[src/rtl/game_pkg.sv]
// Shared constants for the bounce-ball game: screen geometry, ball size and
// the play-state encoding used by the motion, collision and pixel blocks.
package game_pkg;

  localparam int H_RES     = 640;  // visible width in pixels
  localparam int V_RES     = 480;  // visible height in pixels
  localparam int BALL_SIZE = 8;    // ball edge length in pixels

  // Largest legal top-left corner that keeps the whole ball on screen.
  localparam int X_MAX = H_RES - BALL_SIZE;
  localparam int Y_MAX = V_RES - BALL_SIZE;

  typedef enum logic [1:0] {
    ST_IDLE  = 2'd0,
    ST_SERVE = 2'd1,
    ST_MOVE  = 2'd2,
    ST_MISS  = 2'd3
  } game_state_t;

endpackage

[src/rtl/frame_counter.sv]
// Counts frame_tick pulses while enabled and flags the tick that completes
// COUNT frames. Used to time both the serve wait and the miss wait.
//   clk, rst    : clock, asynchronous active-high reset
//   en          : count frame ticks while high
//   clr         : synchronous clear (wins over en)
//   frame_tick  : one-cycle pulse per video frame
//   done        : high in the cycle of the COUNT-th tick (combinational)
module frame_counter #(
  parameter int COUNT = 60
) (
  input  logic clk,
  input  logic rst,
  input  logic en,
  input  logic clr,
  input  logic frame_tick,
  output logic done
);

  localparam int W = (COUNT > 1) ? $clog2(COUNT) : 1;
  localparam logic [W-1:0] LAST = W'(COUNT - 1);

  logic [W-1:0] count_q;

  assign done = en && frame_tick && (count_q == LAST);

  // NOTE: sequential state is assigned with <= so every register samples
  // the pre-edge values of the others, independent of statement order.
  always_ff @(posedge clk or posedge rst) begin
    if (rst) begin
      count_q <= '0;
    end else if (clr) begin
      count_q <= '0;
    end else if (en && frame_tick) begin
      // Wrap on the terminal tick so the next user starts from zero.
      count_q <= done ? '0 : count_q + 1'b1;
    end
  end

endmodule

[src/rtl/ball_motion_ctrl.sv]
// Ball position controller: serve timing, wall bounces, paddle reflection
// (from the collision block's hit toggle) and miss sequencing.
//   clk, rst    : clock, asynchronous active-high reset
//   frame_tick  : one-cycle pulse per video frame; all motion happens on it
//   start_btn   : level, launches play from IDLE
//   hit_toggle  : collision flag, every change of value is one paddle hit
//   ball_x_reg  : ball left edge
//   ball_y_reg  : ball top edge
//   dir_x/dir_y : 1 = right/down, 0 = left/up
//   state       : IDLE=0, SERVE=1, MOVE=2, MISS=3
//   miss_pulse  : one-cycle pulse on entry to MISS
//   miss_count  : saturating miss counter
module ball_motion_ctrl
  import game_pkg::*;
#(
  parameter int BALL_SPEED   = 2,
  parameter int START_X      = 316,
  parameter int START_Y      = 236,
  parameter int SERVE_FRAMES = 60
) (
  input  logic       clk,
  input  logic       rst,
  input  logic       frame_tick,
  input  logic       start_btn,
  input  logic       hit_toggle,
  output logic [9:0] ball_x_reg,
  output logic [9:0] ball_y_reg,
  output logic       dir_x,
  output logic       dir_y,
  output logic [1:0] state,
  output logic       miss_pulse,
  output logic [3:0] miss_count
);

  // Sums are carried at 11 bits so x + speed cannot wrap past 1023.
  localparam logic [10:0] SPEED11  = 11'(BALL_SPEED);
  localparam logic [10:0] X_MAX11  = 11'(X_MAX);
  localparam logic [10:0] Y_MAX11  = 11'(Y_MAX);
  localparam logic [9:0]  X_MAX10  = 10'(X_MAX);
  localparam logic [9:0]  START_X10 = 10'(START_X);
  localparam logic [9:0]  START_Y10 = 10'(START_Y);

  game_state_t state_q;
  logic        hit_prev;
  logic        hit_pend;
  logic        wait_done;

  logic [10:0] x_ext, y_ext;
  logic [9:0]  x_nxt, y_nxt;
  logic        dx_nxt, dy_nxt;
  logic        hit_bottom;

  assign state = state_q;

  // Serve and miss both wait SERVE_FRAMES ticks; the counter idles at zero
  // in the other states so each wait starts from a clean count.
  frame_counter #(
    .COUNT (SERVE_FRAMES)
  ) u_wait (
    .clk        (clk),
    .rst        (rst),
    .en         ((state_q == ST_SERVE) || (state_q == ST_MISS)),
    .clr        ((state_q == ST_IDLE) || (state_q == ST_MOVE)),
    .frame_tick (frame_tick),
    .done       (wait_done)
  );

  // Candidate position for the next frame while in MOVE.
  // NOTE: every output of this block gets a default first, so no path
  // leaves a value unassigned and no latch is inferred.
  always_comb begin
    x_ext      = {1'b0, ball_x_reg};
    y_ext      = {1'b0, ball_y_reg};
    x_nxt      = ball_x_reg;
    y_nxt      = ball_y_reg;
    dx_nxt     = dir_x;
    dy_nxt     = dir_y;
    hit_bottom = 1'b0;

    if (!dir_x && (x_ext < SPEED11)) begin
      x_nxt  = '0;
      dx_nxt = 1'b1;
    end else if (dir_x && (x_ext + SPEED11 > X_MAX11)) begin
      x_nxt  = X_MAX10;
      dx_nxt = 1'b0;
    end else if (dir_x) begin
      x_nxt = 10'(x_ext + SPEED11);
    end else begin
      x_nxt = 10'(x_ext - SPEED11);
    end

    // A pending paddle hit outranks both walls, so a hit on the same frame
    // the ball would cross the bottom edge saves it.
    if (hit_pend) begin
      dy_nxt = 1'b0;
      y_nxt  = (y_ext < SPEED11) ? '0 : 10'(y_ext - SPEED11);
    end else if (!dir_y && (y_ext < SPEED11)) begin
      y_nxt  = '0;
      dy_nxt = 1'b1;
    end else if (dir_y && (y_ext + SPEED11 > Y_MAX11)) begin
      hit_bottom = 1'b1;
    end else if (dir_y) begin
      y_nxt = 10'(y_ext + SPEED11);
    end else begin
      y_nxt = 10'(y_ext - SPEED11);
    end
  end

  always_ff @(posedge clk or posedge rst) begin
    if (rst) begin
      state_q    <= ST_IDLE;
      ball_x_reg <= START_X10;
      ball_y_reg <= START_Y10;
      dir_x      <= 1'b1;
      dir_y      <= 1'b0;
      miss_pulse <= 1'b0;
      miss_count <= '0;
      hit_prev   <= 1'b0;
      hit_pend   <= 1'b0;
    end else begin
      hit_prev   <= hit_toggle;
      miss_pulse <= 1'b0;

      case (state_q)
        ST_IDLE: begin
          hit_pend   <= 1'b0;
          ball_x_reg <= START_X10;
          ball_y_reg <= START_Y10;
          if (start_btn) state_q <= ST_SERVE;
        end

        ST_SERVE: begin
          hit_pend <= 1'b0;
          if (wait_done) begin
            state_q <= ST_MOVE;
            dir_x   <= 1'b1;
            dir_y   <= 1'b0;
          end
        end

        ST_MOVE: begin
          if (frame_tick) begin
            if (hit_bottom) begin
              state_q    <= ST_MISS;
              miss_pulse <= 1'b1;
              if (miss_count != 4'hF) miss_count <= miss_count + 4'd1;
            end else begin
              ball_x_reg <= x_nxt;
              ball_y_reg <= y_nxt;
              dir_x      <= dx_nxt;
              dir_y      <= dy_nxt;
            end
          end
          // A toggle landing on a tick cycle survives the clear and is
          // applied on the following tick.
          if (hit_toggle != hit_prev) hit_pend <= 1'b1;
          else if (frame_tick)        hit_pend <= 1'b0;
        end

        ST_MISS: begin
          hit_pend <= 1'b0;
          if (wait_done) begin
            state_q    <= ST_SERVE;
            ball_x_reg <= START_X10;
            ball_y_reg <= START_Y10;
            dir_x      <= 1'b1;
            dir_y      <= 1'b0;
          end
        end

        default: state_q <= ST_IDLE;
      endcase
    end
  end

endmodule

[config.mk]
export PLATFORM = sky130hd
export DESIGN_NAME = ball_motion_ctrl
export DESIGN_NICKNAME = d
export VERILOG_FILES = /design/src/rtl/game_pkg.sv /design/src/rtl/frame_counter.sv /design/src/rtl/ball_motion_ctrl.sv
export SDC_FILE = /design/constraint.sdc
export NUM_CORES = 1
export LEC_CHECK = 0
export BUFFER_PORTS_ARGS = -buffer_cell sky130_fd_sc_hd__buf_2
export CORE_MARGIN = 2
export CORE_UTILIZATION = 60
export CTS_BUF_LIST = sky130_fd_sc_hd__clkbuf_16
export DETAILED_ROUTE_END_ITERATION = 8
export GPL_ROUTABILITY_DRIVEN = 0
export HOLD_SLACK_MARGIN = 0.1
export PLACE_DENSITY = 0.82
export SYNTH_ARGS = -nofsm -noshare
export SYNTH_HDL_FRONTEND = slang
export SYNTH_SLANG_ARGS = --single-unit
[constraint.sdc]
create_clock -name clk -period 4.2 [get_ports clk]
set_clock_uncertainty 0.05 [all_clocks]
set_input_delay 0 -clock clk [delete_from_list [all_inputs] [get_ports clk]]
set_output_delay 0 -clock clk [all_outputs]
set_load 0.02 [all_outputs]
==> out/results.txt <==
WL per Instance: 15.71 um
P_leak: 1.343 nW
Total power: 1.543 mW
Largest net degree at the start of global routing: 36
Met3 usage: 4.028%
Final Hold Fails: 0
Clock share of power: 22.4%
Setup TNS: 0 ps
CP max FO: 11
Max Cap Violations: 0
CTS Buffer Depth: 2
Die width: 72.10 um
PortBufs: 31
1st-pass router iterations: 4
Clock sinks: 35
Met1 GRT Util: 37.25%
Part of the Yosys area used for sequential elements: 31.97%
Tmin final: 2817 ps
Int Power: 0.8623 mW
Worst skew pair latency: 280 ps
Slew Limit Headroom: 50.48%
First-pass GRT wire length: 10.74 mm
Synth warn: 0
Die Area: 0.005198 sq mm
Nets: 378
Post-synth top area cell: dfrtp_1
Worst setup SP type: register
Synth area leaders: dfrtp_1, dfstp_2, ha_1, nand2_1, nor2_1
Global Route Usage Sum: 26.01%
Layout cells sized above 1: 18.78%
Cts hold-fix bufs: 3
Clk slew on worst S/H paths: 60 ps
Clock Tree Root: clkbuf_16
Top FF cell, synth: dfrtp_1
CP Capture Type: register
Detailed Route WL: 6.503 mm
Commonest cells in the netlist: nand2_1, nor2_1, dfrtp_1
Yosys top cell area share: 21.58%
HP Class: in2reg
Post-synth EDFFs: 0
Post-Syn Area per Cell: 8.113 sq um
Gr busiest metal: met2
Number of global-route vias before repair: 2294
DRT antenna net count: 0
Status: finished clean
DP Wirelength: 4.613 mm
Setup bufs post-CTS: 0
Sequential power share: 33.7%
Starting DRT DRC Count: 255
Final Non-Filler Cells: 414
Vias per cell: 6.437
Gate power share: 43.9%
Resized cells post-CTS: 0
Most common cell in the netlist: nand2_1
Switching Share: 44.10%
CTS buffer count: 5
Initial antenna violation count: 0
Max-slew violations: 0
Area of placed instances: 0.002884 sq mm
Pwr dens: 505.7 mW/mm^2
Die height: 72.10 um
Maximum vdd drop: 359.5 uV
Post-synthesis sequential element count: 35
H-tree depth: 2
Mapped Area: 0.002783 sq mm
Synth-to-Final Area Change: 9.622%
Max Freq: 355.0 MHz
Worst slew pin tran: 742.8 ps
Antenna Cells: 0
Met2 Use GR: 41.39%
GRT overflow: 0
RSZ-0062 raised after global routing: false
Placed insts: 403
TritonCTS clock tree: yes
Row cnt: 24
WS Path Type: reg2reg
Core Util, Final: 69.10%
I/O pin count: 34
Sw Pwr: 0.6803 mW
WP data required: 4310 ps
CORE AREA: 0.004414 sq mm
Asr flop ratio synth: 100.0%
Design area: 0.003050 sq mm
Crit share post-route: 67.07%
Netlist cell types: 71
DRC: 0
Vias: 2665
Initial core utilization: 63.04%
Cell count after synthesis: 343
WP data arrival: 2930 ps
Final setup viols: 0
[power groups by stage]
| stage | sequential (mW) | combinational (mW) | clock (mW) |
|---|---|---|---|
| after global routing | 0.534 | 0.749 | 0.363 |
| after floorplan | 0.505 | 0.527 | 0 |
| final | 0.519 | 0.677 | 0.346 |
| after detailed placement | 0.522 | 0.666 | 0 |
| after global placement | 0.516 | 0.655 | 0 |
| after CTS | 0.516 | 0.671 | 0.350 |
[metal layers]
layer / share of wire (%) / vias up
li1: - / 1288
met1: 45 / 1259
met2: 48 / 111
met3: 5.7 / 7
met4: 0.91 / 0
met5: 0 / -
[worst paths after layout]
check                         startpoint       endpoint  depth (start not counted)  slack [ps]
setup / recovery           ball_y_reg[2]  miss_count[1]                          8        1380
hold / removal                 start_btn       state[0]                          5         220
setup reg to reg           ball_y_reg[2]  miss_count[1]                          8        1380
hold reg to reg            miss_count[0]  miss_count[0]                          1         470
max in group asynchronous            rst  ball_y_reg[5]                          4        3450
min in group asynchronous            rst  ball_y_reg[8]                          4         310
[layout by cell type (no fill, tap or decap), types with 6 or more instances in the layout]
master and n:
nor2b_1 7, inv_1 15, nor3_1 15, and2_1 6, dfrtp_1 24, dfstp_2 11, nor2_1 32, a31oi_1 7
nand3_1 14, o21ai_0 19, ha_1 12, nand2_1 40, buf_2 31, a21oi_1 22, o221ai_1 6
[metrics by stage]
stage          hold WS (ps)  setup WS (ps)
3_3_place_gp          62.16           1523
6_report              216.0           1383
2_1_floorplan        -18.57           1693
3_5_place_dp          69.94           1429
5_1_grt               230.4           1204
4_1_cts               201.2           1420
[worst max-delay path, cell delays in order (launching register included)]
cell and delay (ps):
dfstp_2 600, ha_1 390, nand3_1 140, xnor2_1 190, a21oi_1 60, a211o_2 400
a21boi_2 400, nand2_2 130, mux2_4 320
[cell families (layout without fill, tap and decap cells)]
kind of cell	Yosys count	count (layout)	share of synthesized area, %
DFF	35	35	31.97
xor gates and xnor gates	4	4	1.259
muxes	6	6	2.383
buffers and inverters	40	58	6.700
and+or+nand+nor	144	144	26.26
other	1	2	0.1348
AOI/OAI and AO/OA	101	101	25.90
adders and majority gates	12	12	5.396
[cell type report]
| type | count | area (sq um) |
|---|---|---|
| clock buffer | 5 | 125.1 |
| clock inverter | 3 | 11.26 |
| fill | 365 | 1364 |
| inverter | 15 | 56.30 |
| multi-input combinational | 269 | 1710 |
| sequential | 35 | 889.6 |
| tap | 52 | 65.06 |
| timing repair buffer | 35 | 192.7 |
No activity file was read; power rests on OpenSTA's default activity.
